==> src/rtl/spart_pkg.sv <==
// Shared constants and types for the SPART bus controller.
package spart_pkg;

  // Processor I/O address map
  localparam logic [1:0] ADDR_DATA   = 2'b00;
  localparam logic [1:0] ADDR_STATUS = 2'b01;
  localparam logic [1:0] ADDR_DBL    = 2'b10;
  localparam logic [1:0] ADDR_DBH    = 2'b11;

  // Bit positions inside the status byte
  localparam int unsigned STAT_TBR    = 0;
  localparam int unsigned STAT_RDA    = 1;
  localparam int unsigned STAT_TXDROP = 2;

  // Receiver read-clear handshake states
  typedef enum logic {
    S_IDLE,
    S_CLR_WAIT
  } rx_clr_state_e;

endpackage

==> src/rtl/spart_ctrl_if.sv <==
// Processor I/O port of the SPART: chip select, direction, address, data.
interface spart_ctrl_if #(
  parameter int DATA_W = 8
);
  logic              i_iocs;
  logic              i_iorw;
  logic [1:0]        i_ioaddr;
  logic [DATA_W-1:0] i_wdata;
  logic [DATA_W-1:0] o_rdata;

  modport master (
    output i_iocs, i_iorw, i_ioaddr, i_wdata,
    input  o_rdata
  );

  modport slave (
    input  i_iocs, i_iorw, i_ioaddr, i_wdata,
    output o_rdata
  );
endinterface

==> src/rtl/spart_baud_gen.sv <==
// 16x-oversample baud tick generator: programmable down-counter.
module spart_baud_gen #(
  parameter logic [15:0] DEFAULT_DIV = 16'd325
) (
  input  logic        clk,
  input  logic        rst,
  input  logic [15:0] i_divisor,
  input  logic        i_reload,
  output logic        o_b_en
);

  logic [15:0] r_cnt;
  logic        r_b_en;

  // Count down to zero, emit a one-cycle tick and reload; a reload restarts the period.
  always_ff @(posedge clk) begin
    if (!rst) begin
      r_cnt  <= DEFAULT_DIV;
      r_b_en <= 1'b0;
    end else if (i_reload) begin
      r_cnt  <= i_divisor;
      r_b_en <= 1'b0;
    end else if (r_cnt == '0) begin
      r_cnt  <= i_divisor;
      r_b_en <= 1'b1;
    end else begin
      r_cnt  <= r_cnt - 16'd1;
      r_b_en <= 1'b0;
    end
  end

  assign o_b_en = r_b_en;

endmodule

==> src/rtl/spart_ctrl.sv <==
// SPART bus-side controller: I/O decode, divisor registers, TX load, RX read-clear stretch.
module spart_ctrl
  import spart_pkg::*;
#(
  parameter logic [15:0] DEFAULT_DIV = 16'd325,
  parameter int          DATA_W      = 8
) (
  input  logic              clk,
  input  logic              rst,
  spart_ctrl_if.slave       bus,
  output logic              o_b_en,
  input  logic [DATA_W-1:0] i_rx_data,
  input  logic              i_rda,
  output logic              o_rx_iocs,
  output logic              o_rx_iorw,
  input  logic              i_tbr,
  output logic              o_tx_load,
  output logic [DATA_W-1:0] o_tx_data
);

  logic              w_rd;
  logic              w_wr;
  logic              w_data_rd;
  logic              w_stat_rd;
  logic              w_tx_wr;
  logic              w_dbl_wr;
  logic              w_dbh_wr;
  logic [15:0]       w_new_div;
  logic [15:0]       w_div_sel;
  logic [DATA_W-1:0] w_status;
  logic [DATA_W-1:0] w_rdata;

  logic [15:0]       r_div;
  logic [7:0]        r_dbl;
  logic              r_tx_load;
  logic [DATA_W-1:0] r_tx_data;
  logic              r_tx_drop;
  rx_clr_state_e     r_state;
  rx_clr_state_e     w_state_nxt;

  // Access decode; nothing happens unless chip select is asserted.
  always_comb begin
    w_rd      = bus.i_iocs & bus.i_iorw;
    w_wr      = bus.i_iocs & ~bus.i_iorw;
    w_data_rd = w_rd & (bus.i_ioaddr == ADDR_DATA);
    w_stat_rd = w_rd & (bus.i_ioaddr == ADDR_STATUS);
    w_tx_wr   = w_wr & (bus.i_ioaddr == ADDR_DATA);
    w_dbl_wr  = w_wr & (bus.i_ioaddr == ADDR_DBL);
    w_dbh_wr  = w_wr & (bus.i_ioaddr == ADDR_DBH);
    w_new_div = {bus.i_wdata[7:0], r_dbl};
    // The counter sees the new divisor in the same edge the DBH write commits it.
    w_div_sel = w_dbh_wr ? w_new_div : r_div;
  end

  // Divisor: DBL only fills the shadow, DBH commits both halves together.
  always_ff @(posedge clk) begin
    if (!rst) begin
      r_div <= DEFAULT_DIV;
      r_dbl <= '0;
    end else if (w_dbl_wr) begin
      r_dbl <= bus.i_wdata[7:0];
    end else if (w_dbh_wr) begin
      r_div <= w_new_div;
    end
  end

  spart_baud_gen #(
    .DEFAULT_DIV(DEFAULT_DIV)
  ) u_baud (
    .clk       (clk),
    .rst       (rst),
    .i_divisor (w_div_sel),
    .i_reload  (w_dbh_wr),
    .o_b_en    (o_b_en)
  );

  // TX path: accept a byte only when the transmitter buffer is ready.
  always_ff @(posedge clk) begin
    if (!rst) begin
      r_tx_load <= 1'b0;
      r_tx_data <= '0;
    end else begin
      r_tx_load <= w_tx_wr & i_tbr;
      if (w_tx_wr & i_tbr) begin
        r_tx_data <= bus.i_wdata;
      end
    end
  end

  // Sticky dropped-write flag; a new drop outranks the clear from a status read.
  always_ff @(posedge clk) begin
    if (!rst) begin
      r_tx_drop <= 1'b0;
    end else if (w_tx_wr & ~i_tbr) begin
      r_tx_drop <= 1'b1;
    end else if (w_stat_rd) begin
      r_tx_drop <= 1'b0;
    end
  end

  // RX read-clear state register.
  always_ff @(posedge clk) begin
    if (!rst) begin
      r_state <= S_IDLE;
    end else begin
      r_state <= w_state_nxt;
    end
  end

  // Hold the clear strobe until the receiver has seen one baud tick.
  always_comb begin
    w_state_nxt = r_state;
    case (r_state)
      S_IDLE:     if (w_data_rd && i_rda) w_state_nxt = S_CLR_WAIT;
      S_CLR_WAIT: if (o_b_en)             w_state_nxt = S_IDLE;
      default:                            w_state_nxt = S_IDLE;
    endcase
  end

  assign o_rx_iocs = (r_state == S_CLR_WAIT);
  assign o_rx_iorw = (r_state == S_CLR_WAIT);
  assign o_tx_load = r_tx_load;
  assign o_tx_data = r_tx_data;

  // Read data mux; zero whenever no read is in progress.
  always_comb begin
    w_status              = '0;
    w_status[STAT_TBR]    = i_tbr;
    w_status[STAT_RDA]    = i_rda;
    w_status[STAT_TXDROP] = r_tx_drop;
    w_rdata               = '0;
    if (w_rd) begin
      case (bus.i_ioaddr)
        ADDR_DATA:   w_rdata = i_rx_data;
        ADDR_STATUS: w_rdata = w_status;
        ADDR_DBL:    w_rdata = DATA_W'(r_div[7:0]);
        ADDR_DBH:    w_rdata = DATA_W'(r_div[15:8]);
        default:     w_rdata = '0;
      endcase
    end
  end

  assign bus.o_rdata = w_rdata;

endmodule

==> src/flat_wrapper.sv <==
// flat-port wrapper written by rule: the top's interface ports become plain ports
module spart_ctrl_flat import spart_pkg::*;
#(
  parameter logic [15:0] DEFAULT_DIV = 16'd325,
  parameter int          DATA_W      = 8
)
  (clk, rst, o_b_en, i_rx_data, i_rda, o_rx_iocs, o_rx_iorw, i_tbr, o_tx_load, o_tx_data, bus_i_iocs, bus_i_iorw, bus_i_ioaddr, bus_i_wdata, bus_o_rdata);
  spart_ctrl_if #(.DATA_W(DATA_W)) bus_i ();
  input  logic clk;
  input  logic rst;
  output logic o_b_en;
  input  logic [DATA_W-1:0] i_rx_data;
  input  logic i_rda;
  output logic o_rx_iocs;
  output logic o_rx_iorw;
  input  logic i_tbr;
  output logic o_tx_load;
  output logic [DATA_W-1:0] o_tx_data;
  input wire logic [$bits(bus_i.i_iocs)-1:0] bus_i_iocs;
  input wire logic [$bits(bus_i.i_iorw)-1:0] bus_i_iorw;
  input wire logic [$bits(bus_i.i_ioaddr)-1:0] bus_i_ioaddr;
  input wire logic [$bits(bus_i.i_wdata)-1:0] bus_i_wdata;
  output wire logic [$bits(bus_i.o_rdata)-1:0] bus_o_rdata;
  assign bus_i.i_iocs = bus_i_iocs;
  assign bus_i.i_iorw = bus_i_iorw;
  assign bus_i.i_ioaddr = bus_i_ioaddr;
  assign bus_i.i_wdata = bus_i_wdata;
  assign bus_o_rdata = bus_i.o_rdata;
  spart_ctrl #(.DEFAULT_DIV(DEFAULT_DIV), .DATA_W(DATA_W)) u_core (.clk(clk), .rst(rst), .bus(bus_i), .o_b_en(o_b_en), .i_rx_data(i_rx_data), .i_rda(i_rda), .o_rx_iocs(o_rx_iocs), .o_rx_iorw(o_rx_iorw), .i_tbr(i_tbr), .o_tx_load(o_tx_load), .o_tx_data(o_tx_data));
endmodule
==> config.mk <==
export PLATFORM = sky130hd
export DESIGN_NAME = spart_ctrl_flat
export DESIGN_NICKNAME = d
export VERILOG_FILES = /design/src/rtl/spart_pkg.sv /design/src/rtl/spart_ctrl_if.sv /design/src/rtl/spart_baud_gen.sv /design/src/rtl/spart_ctrl.sv /design/src/flat_wrapper.sv
export SDC_FILE = /design/constraint.sdc
export NUM_CORES = 1
export LEC_CHECK = 0
export ABC_AREA = 1
export ABC_CLOCK_PERIOD_IN_PS = 1500
export BUFFER_PORTS_ARGS = -buffer_cell sky130_fd_sc_hd__buf_2
export CAP_MARGIN = 10
export CORE_MARGIN = 1.5
export CORE_UTILIZATION = 30
export DETAILED_ROUTE_END_ITERATION = 7
export SLEW_MARGIN = 10
export SYNTH_ARGS = -nofsm -noshare
export SYNTH_HDL_FRONTEND = slang
export SYNTH_SLANG_ARGS = --single-unit
==> constraint.sdc <==
create_clock -name clk -period 1.5 [get_ports clk]
set_clock_uncertainty 0.15 [all_clocks]
set_input_delay 0.15 -clock clk [delete_from_list [all_inputs] [get_ports clk]]
set_output_delay 0.15 -clock clk [all_outputs]
set_load 0.05 [all_outputs]
* Word level (Yosys, flattened, before mapping)
Cells that the tools add are included.
** Operators by class
- Add/sub/neg operators :: 1
- Eq/ne operators :: 3
- Mux-type cells :: 11
- Bitwise logic cells :: 13
- Reduce and logical (&&, ||, !) cells :: 5
** Operator list (count)
- $mux W16 :: 3
- $pmux W8 S4 :: 1
- $logic_not A16 Y1 :: 1
- $sub A16 B1 Y16 const B :: 1
- $and A1 B1 Y1 :: 9
- $mux W8 :: 1
- $mux W1 :: 5
- $eq A2 B2 Y1 const B :: 2
- $not A1 Y1 :: 4
- $eq A2 B1 Y1 const B :: 1
- $logic_not A2 Y1 :: 1
- $pmux W1 S2 :: 1
- $reduce_bool A2 Y1 :: 1
- $reduce_or A2 Y1 :: 1
- $logic_and A1 B1 Y1 :: 1
** Storage, ports and cells
- Flip-flop bits (word level) :: 52
- Output and inout port bits :: 20
- Logic and storage cells :: 41

* Depth between registers and ports, before layout
Gate-level depths: netlist of the first run.
- Word-level depth :: 6
- Mapped depth :: 11
- Gate-level depth less buffers :: 11

* Modules after synthesis
From an unflattened synthesis of the first run, not the netlist that was laid out.
** Second synthesis, totals
- Cell total of the unflattened synthesis :: 507
- Area, all modules :: 3015.4 µm²
** By module, submodules not included
- spart_ctrl :: instances 1, cells an instance 309, area each 1830.5 µm²
- spart_baud_gen :: instances 1, cells an instance 198, area each 1184.9 µm²

* Worst setup path after synthesis of the first run
OpenSTA, ideal clock, no wires.
- Kind :: input port to output port
- Start point :: input port bus_i_ioaddr[0]
- End point :: output port bus_o_rdata[1]
- Arrival time :: 1.444 ns
- Setup slack :: -0.244 ns
- Stages on the path :: 4
- Path buffers :: 1
- Path through :: nor2_1 > clkbuf_1 > nand2_1 > a21oi_1
** On the way
- Longest elaborated chain between the ends :: 3
- Elaborated cells between the ends (all ways) :: 6
- Those cells by class :: eq/ne: 3; mux: 2; reduce/logical: 1
** Ends and longest elaborated chain
- from (decl) :: RTL line flat_wrapper.sv:21 : input wire logic [$bits(bus_i.i_ioaddr)-1:0] bus_i_ioaddr;
- $eq A2 B2 Y1 (tied with other cells) :: RTL line spart_ctrl.sv:133 : case (bus.i_ioaddr)
- $pmux W8 S4 (*) :: RTL line spart_ctrl.sv:133
- $mux W8 (*) :: RTL line spart_ctrl.sv:132 : if (w_rd) begin
- to (decl) :: RTL line flat_wrapper.sv:23 : output wire logic [$bits(bus_i.o_rdata)-1:0] bus_o_rdata;
Every way passes the cells marked *; elsewhere a longest branch is shown, timed or not.

* Worst setup path after layout of the first run
- Start point :: register u_core.u_baud.r_cnt[1]
- End point :: register u_core.u_baud.r_cnt[15]
** On the way
- Longest elaborated chain between the ends :: 3
- Elaborated cells between the ends (all ways) :: 4
- Those cells by class :: add/sub: 1; mux: 2; reduce/logical: 1
** Ends and longest elaborated chain
- from (decl) :: RTL line spart_baud_gen.sv:12 : logic [15:0] r_cnt;
- from (signal assigned) :: RTL line spart_baud_gen.sv:21 : r_cnt <= i_divisor;
- from (signal assigned) :: RTL line spart_baud_gen.sv:24 : r_cnt <= i_divisor;
- from (signal assigned) :: RTL line spart_baud_gen.sv:27 : r_cnt <= r_cnt - 16'd1;
- $sub A16 B1 Y16 or $logic_not A16 Y1 (tied branches) :: RTL line spart_baud_gen.sv:27, spart_baud_gen.sv:23
- $mux W16 (*) :: RTL line spart_baud_gen.sv:23 : end else if (r_cnt == '0) begin
- $mux W16 (*) :: RTL line spart_baud_gen.sv:20 : end else if (i_reload) begin
Marked as above.
A chain may end at the register's enable or synchronous reset.

==> metrics.yaml, run 1 <==
gp_congestion: 0.913
multi_input_area_um2: 1640
start_util_pct: 30.7
synth_commonest_cells: "123 x nand2_1, 52 x dfxtp_1, 48 x inv_1"
finalCritPeriodShare_pct: 103
final_nets: 533
numCtsBuffers: 5
fill_cells: 957
period_minus_slack_ns: 1.55
yosysWarningCount: 0
p_leak_nw: 1.80
placed_area_um2: 3380
synth-main-ff-cell: "dfxtp_1"
rsz0062_at_grt: "true"
synth.top_cells.by_area: "dfxtp_1 37%, nand2_1 16%, inv_1 6.4%, nor2_1 6.0%, nand3_1 5.0%"
die_w_um: 99.9
cp-end-kind: "register"
clock_sinks: 52
worst_hold_startpoint: "bus_i_wdata[1]"
synth_top_cell_by_area: "dfxtp_1"
fin_hold_ws_ns: 0.0172
max-cap-violations: 0
dp_hpwl_um: 6110
place_inst: 598
num_rows: 35
netlist_instances: 418
powerDensity_nw_per_um2: 791
hold_viol: 0
grt_overflow: 0
synth_edf_count: 0
finalWirelength_um: 8010
ant_nets: 0
finalPower_mw: 3.03
cts_tree: "yes"
port_buffers: 43
clk_path_buf_depth: 2
seq_area_frac_synth_pct: 37.0
worstHoldPathCells: 3
drtPass1Iterations: 4
finalWorstSetupSlack_ns: -0.0520
grt_pass1_vias: 2724
die_height_um: 99.9
syn_area_um2: 2810
root_buffer: "clkbuf_8"
clk_latency_ns: 0.30
path_clk_slew_ns: 0.09
timing.fmax_mhz: 644
ff2ff_path_depth: 9
antenna_found_initial: 0
cpMaxStageDelayCell: "dfxtp_2"
rr_endpoint: "u_core.u_baud.r_cnt[15]"
crit_path_max_incr_delay_ns: 0.35
grt.total_usage_pct: 16.3
vdd_drop_max_uv: 642
areaGrowthSynthToFinish_pct: 36.3
cp_max_fo: 6
ys_seq_elements: 52
register_area_um2: 1060
avgSynthCellArea_um2: 6.73
post-synth-top-area-fraction_pct: 37.0
status: "finished with violations"
setup_viol: 6
maxSlewViolCount: 0
grt_max_degree: 25
hold_end: "u_core.u_baud.r_cnt[9]"
grt_pass1_wl_um: 12900
min_path_type: "primary input to register"
vias: 2892
ys_types: 38
antenna_cells: 0
cp_cell_sequence: "buf_6 -> nor2_4 -> nand2_4 -> nor2_4 -> nand2_2 -> o21ai_1 -> nand3_1 -> nand2_1 -> nand2_1"
reg2reg_slack_ns: -0.05
start_kind: "register"
cts_max_level: 2
async_flop_share_pct: 0
cp.required_ns: 1.56
wl_per_cell_um: 13.0
drive_gt1_share_pct: 34.8
drtIter0Drc: 149
die_area_um2: 9970
violations: "negative setup slack"
cp.arrival_ns: 1.61
final_cell_area_um2: 3840
crit_type: "register to register"
io_pins: 44
coreArea_um2: 9150
worstReg2RegStart: "u_core.u_baud.r_cnt[1]"
pre_cts_ws_ns: -0.0915
tightestPinTransition_ns: 0.335
stdcell_count: 617
drc: 0
vias_per_cell: 4.69
syn_nets: 444
yosysMostFrequentCell: "nand2_1"
max-slew-margin-rel_pct: 77.6
[registers in the layout (all words and copies together) (netlist names)]
register,cells
u_core.u_baud.o_b_en,1
u_core.o_rx_iocs,1
u_core.o_tx_load,1
u_core.r_tx_drop,1
u_core.o_tx_data,8
u_core.u_baud.r_cnt,16
u_core.r_div,16
u_core.r_dbl,8
[report_power, final]
| group | internal [mW] | leakage, nW | switching, mW | total, mW |
|---|---|---|---|---|
| sequential | 1.43 | 0.425 | 0.0505 | 1.48 |
| combinational | 0.272 | 1.32 | 0.367 | 0.639 |
| clock | 0.479 | 0.0501 | 0.436 | 0.915 |
[per-stage QoR]
stage	utilization [%]	TNS (ns)
6_report	41.9	-0.129
5_1_grt	41.9	-1.42
4_1_cts	40.2	-0.0548
3_5_place_dp	37.0	-0.537
3_3_place_gp	37.0	-0.227
2_1_floorplan	-	0
[cell usage in the layout, fill, tap and decap left out, drive strengths merged, types with 2 or more instances in the layout]
cell type    count
nand2          131
buf             85
inv             56
nor2            55
dfxtp           52
o21ai           33
nand3           31
a21oi           28
dlygate4sd3      8
clkbuf           7
o211ai           4
nand4            2
nand3b           2
xor2             2
xnor2            2
ha               2
[what timing repair did]
item / 4_1_cts / 5_1_grt
pin swaps: 18 / 16
endpoints found under the hold margin: 13 / 0
endpoints found under the setup margin: 21 / 22
buffers inserted: 3 / 2
hold buffers: 8 / 0
gates resized for setup: 34 / 42
cloned: 0 / 0
[final cells by class]
class,instances,share of cell area (%)
Inverter,56,5.68
Timing Repair Buffer,95,17.7
Sequential cell,52,27.6
Tap cell,111,3.62
Clock inverter,1,0.783
Clock buffer,5,1.79
Multi-Input combinational cell,297,42.8
[how the worst max path moves through the flow]
stage,startpoint,end,cells past startpoint
4_1_cts,u_core.u_baud.r_cnt[1],u_core.u_baud.r_cnt[15],9
5_1_grt,u_core.u_baud.r_cnt[1],u_core.u_baud.r_cnt[15],9
2_1_floorplan,u_core.u_baud.r_cnt[1],u_core.u_baud.r_cnt[4],9
6_report,u_core.u_baud.r_cnt[1],u_core.u_baud.r_cnt[15],9
3_5_place_dp,u_core.u_baud.r_cnt[1],u_core.u_baud.r_cnt[15],9
3_3_place_gp,u_core.u_baud.r_cnt[1],u_core.u_baud.r_cnt[15],9
[worst max-delay path, delay by kind of cell, from the launching register on]
| kind | cells | cell delay (ns) |
|---|---|---|
| AOI/OAI and AO/OA | 1 | 0.13 |
| buffers and inverters | 1 | 0.12 |
| DFF | 1 | 0.35 |
| and+or+nand+nor | 7 | 0.69 |
[routing by layer]
| layer | share of wire (%) | up-vias | global-route usage (%) |
|---|---|---|---|
| met4 | 1.3 | 0 | 4.44 |
| li1 | - | 1495 | - |
| met3 | 3.2 | 10 | 2.30 |
| met5 | 0 | - | 0 |
| met2 | 51 | 45 | 29.3 |
| met1 | 45 | 1342 | 20.3 |
[cells by family (layout without fill, tap and decap cells)]
logic type / Yosys count / in the layout / synth area share (%)
xor+xnor: 4 / 4 / 1.25
fa+ha+maj: 2 / 2 / 0.889
simple gates: 222 / 222 / 35.8
buf+inv: 69 / 157 / 11.1
compound gates: 69 / 69 / 14.0
flops: 52 / 52 / 37.0
No activity file was read; power rests on OpenSTA's default activity.
==> run 2: changes to the inputs <==
--- a/config.mk
+++ b/config.mk
@@ -10,8 +10,9 @@
 export BUFFER_PORTS_ARGS = -buffer_cell sky130_fd_sc_hd__buf_2
 export CAP_MARGIN = 10
 export CORE_MARGIN = 1.5
-export CORE_UTILIZATION = 30
+export CORE_UTILIZATION = 48
 export DETAILED_ROUTE_END_ITERATION = 7
+export PLACE_DENSITY = 0.72
 export SLEW_MARGIN = 10
 export SYNTH_ARGS = -nofsm -noshare
 export SYNTH_HDL_FRONTEND = slang
==> run 2 against run 1 <==
The run still ends with negative setup slack left. Power down 3.8%. Utilization grew 25 points. Final cell count fell by 7.5%. Routed wire length decreased by 2.7%. Register-to-register slack barely moved. Sequential power is essentially flat. Non-clock buffer count decreased by 9. Global-route usage rose by 8.5 points. Clock power down 9.5%. Fmax up 0.82%. Largest cell class unchanged. Largest power group unchanged.
==> metrics.yaml, run 2 (synthesized netlist as in run 1, its figures left out) <==
status: "finished with violations"
violations: "negative setup slack"
finalPower_mw: 2.92  # -3.8%
min_path_type: "primary input to register"
period_minus_slack_ns: 1.54  # -0.0126 ns
vias: 2903  # +0.38%
wl_per_cell_um: 13.6  # +5.1%
p_int_mw: 2.06  # -5.7%
worst_hold_startpoint: "bus_i_wdata[1]"
seq_power_share_pct: 50.6  # +1.8 points
worstHoldPathCells: 3  # unchanged
die_w_um: 79.6  # -20%
port_buffers: 43  # unchanged
setup_tns_ns: -0.114  # +0.0149 ns
clock_sinks: 52  # unchanged
maxSlewViolCount: 0  # unchanged
num_rows: 27  # -23%
mostFrequentLayoutCell: "nand2_1"
switching_share_pct: 29.6  # +1.5 points
rsz0062_at_grt: "true"
timing.fmax_mhz: 650  # +0.82%
root_buffer: "clkbuf_8"
start_util_pct: 50.5  # +20 points
drc: 0  # unchanged
numCtsBuffers: 5  # unchanged
cp_cell_sequence: "inv_2 -> buf_6 -> ha_4 -> buf_4 -> nand3_1 -> xnor2_2 -> nor2_1 -> o21ai_1"
pwr-share-comb_pct: 21.1  # about the same
antenna_cells: 0  # unchanged
drtIter0Drc: 183  # +23%
finalWirelength_um: 7790  # -2.7%
hold_end: "u_core.u_baud.r_cnt[9]"
drive_gt1_share_pct: 34.7  # -0.11 points
grt.total_usage_pct: 24.8  # +8.5 points
start_kind: "register"
grt_pass1_wl_um: 12100  # -6.2%
cp-end-kind: "register"
vias_per_cell: 5.08  # +8.5%
tightestPinTransition_ns: 0.278  # -0.0574 ns
final_cell_mix: "112 x nand2_1, 44 x inv_1, 43 x dfxtp_1"
vdd_drop_max_uv: 565  # -12%
clk_path_buf_depth: 2  # unchanged
p_leak_nw: 1.78  # -1.3%
coreArea_um2: 5570  # -39%
clkPwrFrac_pct: 28.4  # -1.8 points
rr_endpoint: "u_core.u_baud.r_cnt[6]"
clk_latency_ns: 0.30  # about the same
ant_nets: 0  # unchanged
antenna_found_initial: 0  # unchanged
cts_max_level: 2  # unchanged
reg2reg_slack_ns: -0.04  # about the same
hold_viol: 0  # unchanged
cp_max_fo: 5  # -1
gp_congestion: 0.902  # -1.2%
grt_pass1_vias: 2647  # -2.8%
die_height_um: 79.6  # -20%
setup_viol: 6  # unchanged
drtPass1Iterations: 4  # unchanged
worstReg2RegStart: "u_core.u_baud.r_cnt[1]"
grt_overflow: 0  # unchanged
ff2ff_path_depth: 8  # -1
max-cap-violations: 0  # unchanged
grt_max_degree: 30  # +20%
cp.arrival_ns: 1.58  # -0.03 ns
place_inst: 550  # -8.0%
dp_hpwl_um: 5590  # -8.4%
stdcell_count: 571  # -7.5%
max-slew-margin-rel_pct: 81.3  # +3.7 points
reg_top3: "u_core.r_div x16, u_core.u_baud.r_cnt x16"
die_area_um2: 6330  # -37%
finalCritPeriodShare_pct: 103  # -0.84 points
cpMaxStageDelayCell: "dfxtp_2"
final_nets: 524  # -1.7%
crit_type: "register to register"
finalWorstSetupSlack_ns: -0.0393  # +0.0126 ns
p_switching_uw: 864  # +1.2%
crit_path_max_incr_delay_ns: 0.33  # -0.02 ns
cts_tree: "yes"
powerDensity_nw_per_um2: 789  # -0.28%
path_clk_slew_ns: 0.09  # about the same
areaGrowthSynthToFinish_pct: 31.6
io_pins: 44  # unchanged
cp.required_ns: 1.55  # about the same
run 2: cell types whose count changed in the layout (fill, tap and decap cells not counted), moves of 4 or more:
cell | previous run | this run
buf_4 | 41 | 34
nand3_2 | 2 | 6
nor2_2 | 6 | 11
nor2_4 | 12 | 7
run 2: repair_timing:
action                                  in CTS  in global routing
pin swaps                                    3                 26
gates cloned                                 0                  0
endpoints found under the hold margin        7                  0
endpoints found under the setup margin      21                 24
hold buffers                                 6                  0
buffers inserted                             1                  6
resized for setup                           22                 54
run 2: power by group through the flow:
stage / registers [mW] / clock network [mW] / logic (mW)
floorplan: 1.51 / 0 / 0.312
global placement: 1.49 / 0 / 0.494
finish: 1.48 / 0.828 / 0.616
global route: 1.48 / 0.891 / 0.669
CTS: 1.47 / 0.838 / 0.546
detailed placement: 1.50 / 0 / 0.501
run 2: layout make-up:
class                   count  area (um^2)
clock buffers               7         86.3
multi-input cells         297         1640
clock inverters             1         7.51
inverters                  56          220
repair buffers             86          611
fillers                   484         1870
flip-flops and latches     52         1050
well taps                  72         90.1
run 2: worst max-delay path by stage:
stage	start	cells past startpoint	endpoint
3_5_place_dp	u_core.u_baud.r_cnt[0]	8	u_core.u_baud.r_cnt[6]
2_1_floorplan	u_core.u_baud.r_cnt[1]	9	u_core.u_baud.r_cnt[4]
3_3_place_gp	u_core.u_baud.r_cnt[0]	9	u_core.u_baud.r_cnt[11]
4_1_cts	u_core.u_baud.r_cnt[0]	9	u_core.u_baud.r_cnt[11]
6_report	u_core.u_baud.r_cnt[1]	8	u_core.u_baud.r_cnt[6]
5_1_grt	u_core.u_baud.r_cnt[1]	12	u_core.u_baud.r_cnt[12]
run 2: worst max-delay path, delay by kind of cell, from the launching register on:
family / cells / cell delay [ns]
AO/OA/AOI/OAI: 1 / 0.08
flip-flops: 1 / 0.33
adder cells (fa/ha/maj): 1 / 0.14
AND/OR/NAND/NOR: 2 / 0.23
buffers and inverters: 3 / 0.33
XOR/XNOR: 1 / 0.17
run 2: layer usage:
metal	GRT usage, %	part of all wire, %	wire, um
met4	9.47	2.2	173
met1	31.7	46	3560
met5	0	0	0
met2	41.5	48	3750
met3	4.11	3.9	307
run 2: per-stage QoR:
| step | utilization (%) | area, um^2 | setup WS (ns) | hold WS, ns |
|---|---|---|---|---|
| floorplan | - | 2830 | 0.0183 | 0.138 |
| global placement | 58.6 | 3270 | -0.0480 | 0.270 |
| detailed placement | 58.6 | 3270 | -0.0967 | 0.271 |
| CTS | 62.7 | 3490 | -0.0304 | 0.00362 |
| global route | 66.4 | 3700 | -0.130 | 0.0118 |
| finish | 66.4 | 3700 | -0.0393 | 0.00891 |
==> run 3: changes to the inputs <==
--- a/config.mk
+++ b/config.mk
@@ -5,14 +5,15 @@
 export SDC_FILE = /design/constraint.sdc
 export NUM_CORES = 1
 export LEC_CHECK = 0
-export ABC_AREA = 1
+export ABC_AREA = 0
 export ABC_CLOCK_PERIOD_IN_PS = 1500
 export BUFFER_PORTS_ARGS = -buffer_cell sky130_fd_sc_hd__buf_2
 export CAP_MARGIN = 10
+export CORE_ASPECT_RATIO = 1.25
 export CORE_MARGIN = 1.5
 export CORE_UTILIZATION = 48
 export DETAILED_ROUTE_END_ITERATION = 7
-export PLACE_DENSITY = 0.72
+export PLACE_DENSITY = 0.73
 export SLEW_MARGIN = 10
 export SYNTH_ARGS = -nofsm -noshare
 export SYNTH_HDL_FRONTEND = slang
==> run 3 against run 2 <==
The flow still finishes with violations (negative setup slack). Combinational power is 14% higher. Register-to-register slack worse by 0.38 ns. Final cell count is 16% lower. Critical path depth is 3 lower. Sequential share of layout area is 0.65 points lower. Clock power is 17% higher. Via count is 4.4% lower. Global-route usage is 4.4 points higher. Area after synthesis is 11% lower. Setup slack worse by 0.38 ns. Fmax is 20% lower. Largest cell class unchanged. Largest power group unchanged.
==> metrics.yaml, run 3 <==
pre_cts_ws_ns: -0.389  # -0.293 ns
mostFrequentLayoutCell: "buf_4"
synth_edf_count: 0  # unchanged
powerDensity_nw_per_um2: 816  # +3.5%
rsz0062_at_grt: "true"
grt_pass1_vias: 2655  # +0.30%
ys_types: 39  # +2.6%
violations: "negative setup slack"
drtIter0Drc: 181  # -1.1%
cts_max_level: 2  # unchanged
ys_seq_elements: 52  # unchanged
port_buffers: 43  # unchanged
final_cell_mix: "61 x buf_4, 44 x nand2_1, 39 x nor2_1"
max-cap-violations: 0  # unchanged
antenna_cells: 0  # unchanged
p_leak_nw: 1.70  # -4.4%
gp_congestion: 0.938  # +4.0%
max-slew-margin-rel_pct: 77.5  # -3.8 points
final_nets: 442  # -16%
reg_top3: "u_core.r_div x16, u_core.u_baud.r_cnt x16"
path_clk_slew_ns: 0.09  # about the same
tightestPinTransition_ns: 0.335  # +0.0571 ns
synth.top_cells.by_area: "dfxtp_1 42%, mux2i_1 10%, nor2_1 7.4%, nand2_1 6.9%, a21oi_1 5.6%"
yosysWarningCount: 0  # unchanged
fill_cells: 302  # -38%
drive_gt1_share_pct: 45.6  # +11 points
maxSlewViolCount: 0  # unchanged
die_area_um2: 5650  # -11%
synth_top_cell_by_area: "dfxtp_1"
cp-end-kind: "register"
ff2ff_path_depth: 5  # -3
status: "finished with violations"
crit_type: "register to register"
timing.fmax_mhz: 521  # -20%
hold_viol: 0  # unchanged
coreArea_um2: 5040  # -9.5%
grt_overflow: 0  # unchanged
period_minus_slack_ns: 1.92  # +0.381 ns
grt_max_degree: 18  # -40%
finalWirelength_um: 8580  # +10%
seq_area_frac_synth_pct: 41.6  # +4.6 points
final_core_util_pct: 76.0  # +9.6 points
async_flop_share_pct: 0  # unchanged
synth-main-ff-cell: "dfxtp_1"
vias_per_cell: 5.79  # +14%
start_util_pct: 49.6  # -0.92 points
avgSynthCellArea_um2: 8.20  # +22%
ant_nets: 0  # unchanged
areaGrowthSynthToFinish_pct: 53.4
min_path_type: "primary input to register"
worstHoldPathCells: 3  # unchanged
grt_pass1_wl_um: 12500  # +3.3%
post-synth-top-area-fraction_pct: 41.6  # +4.6 points
antenna_found_initial: 0  # unchanged
finalWorstSetupSlack_ns: -0.420  # -0.381 ns
clk_path_buf_depth: 2  # unchanged
clock_sinks: 52  # unchanged
grt.total_usage_pct: 29.2  # +4.4 points
cp.required_ns: 1.57  # +0.02 ns
root_buffer: "clkbuf_8"
drtPass1Iterations: 5  # +1
finalCritPeriodShare_pct: 128  # +25 points
num_rows: 29  # +7.4%
dp_hpwl_um: 5500  # -1.6%
numCtsBuffers: 5  # unchanged
cts_tree: "yes"
drc: 0  # unchanged
netlist_instances: 305  # -27%
vdd_drop_max_uv: 895  # +58%
clk_latency_ns: 0.31  # about the same
cp_max_fo: 2  # -3
synth_commonest_cells: "52 x dfxtp_1, 49 x nor2_1, 46 x nand2_1"
wl_per_cell_um: 17.9  # +31%
syn_area_um2: 2500  # -11%
cp.arrival_ns: 1.99  # +0.41 ns
yosysMostFrequentCell: "dfxtp_1"
io_pins: 44  # unchanged
die_w_um: 67.6  # -15%
die_height_um: 83.7  # +5.2%
syn_nets: 331  # -25%
start_kind: "register"
vias: 2775  # -4.4%
setup_viol: 22  # +16
==> run 3: cells by family after synthesis <==
family          synth area share [%]
flops                           41.6
fa+ha+maj                       1.00
mux                             13.1
simple gates                    24.0
buf+inv                         3.90
xor+xnor                        2.45
compound gates                  13.9
==> run 3: path summary, 6_finish.rpt <==
check	startpoint	end	slack, ns
max	u_core.u_baud.r_cnt[3]	u_core.u_baud.r_cnt[13]	-0.42
min	bus_i_wdata[5]	u_core.r_div[13]	0.003
max reg2reg	u_core.u_baud.r_cnt[3]	u_core.u_baud.r_cnt[13]	-0.42
min reg2reg	u_core.r_div[6]	u_core.r_div[6]	0.31
==> run 3: area by class of cell <==
class | instances | area (um^2) | share of cell area (%)
inverter | 5 | 21.3 | 0.555
clock inverter | 3 | 42.5 | 1.11
timing repair buffer | 123 | 955 | 24.9
clock buffer | 5 | 68.8 | 1.80
tap | 62 | 77.6 | 2.02
sequential | 52 | 1060 | 27.8
multi-input combinational | 229 | 1600 | 41.8
==> run 3: stage by stage <==
| stage | hold WS, ns | instance area [um^2] | total power [mW] | setup TNS [ns] | instances |
|---|---|---|---|---|---|
| finish | 0.00300 | 3830 | 3.13 | -5.23 | 479 |
| global route | 0.00624 | 3830 | 3.23 | -6.26 | 479 |
| CTS | 0.00154 | 3700 | 3.06 | -3.32 | 472 |
| detailed placement | 0.280 | 3280 | 2.03 | -3.41 | 451 |
| global placement | 0.267 | 3280 | 2.01 | -2.75 | 451 |
| floorplan | 0.126 | 2590 | 1.77 | -1.72 | 305 |
==> run 3: worst max-delay path, cell delays in order (launching register included) <==
cell and delay, ns:
dfxtp_2 0.35, nor4_4 0.36, nand3_2 0.14, or4_4 0.43
xor2_1 0.17, o311ai_2 0.24
==> run 3: power by group <==
group          internal (mW)  total [mW]  switching [mW]
clock network          0.494       0.965           0.471
logic                  0.341       0.703           0.362
registers               1.42        1.46          0.0383
total                   2.26        3.13           0.872
==> run 3: metal layers <==
layer  global-route usage [%]  up-vias  share of wire (%)  wire length [um]
met5                        0        -                  0                 0
li1                         -     1273                  -                 -
met2                     49.1      154                 51              4400
met4                     16.0        0                5.9               508
met3                     4.72       43                6.3               544
met1                     34.1     1305                 36              3130
==> run 3: repair_timing <==
| action | CTS | global route |
|---|---|---|
| hold buffers | 7 | 0 |
| endpoints found under the hold margin | 21 | 0 |
| buffers inserted | 9 | 7 |
| pin swaps | 17 | 9 |
| endpoints found under the setup margin | 25 | 25 |
| resized for setup | 63 | 20 |
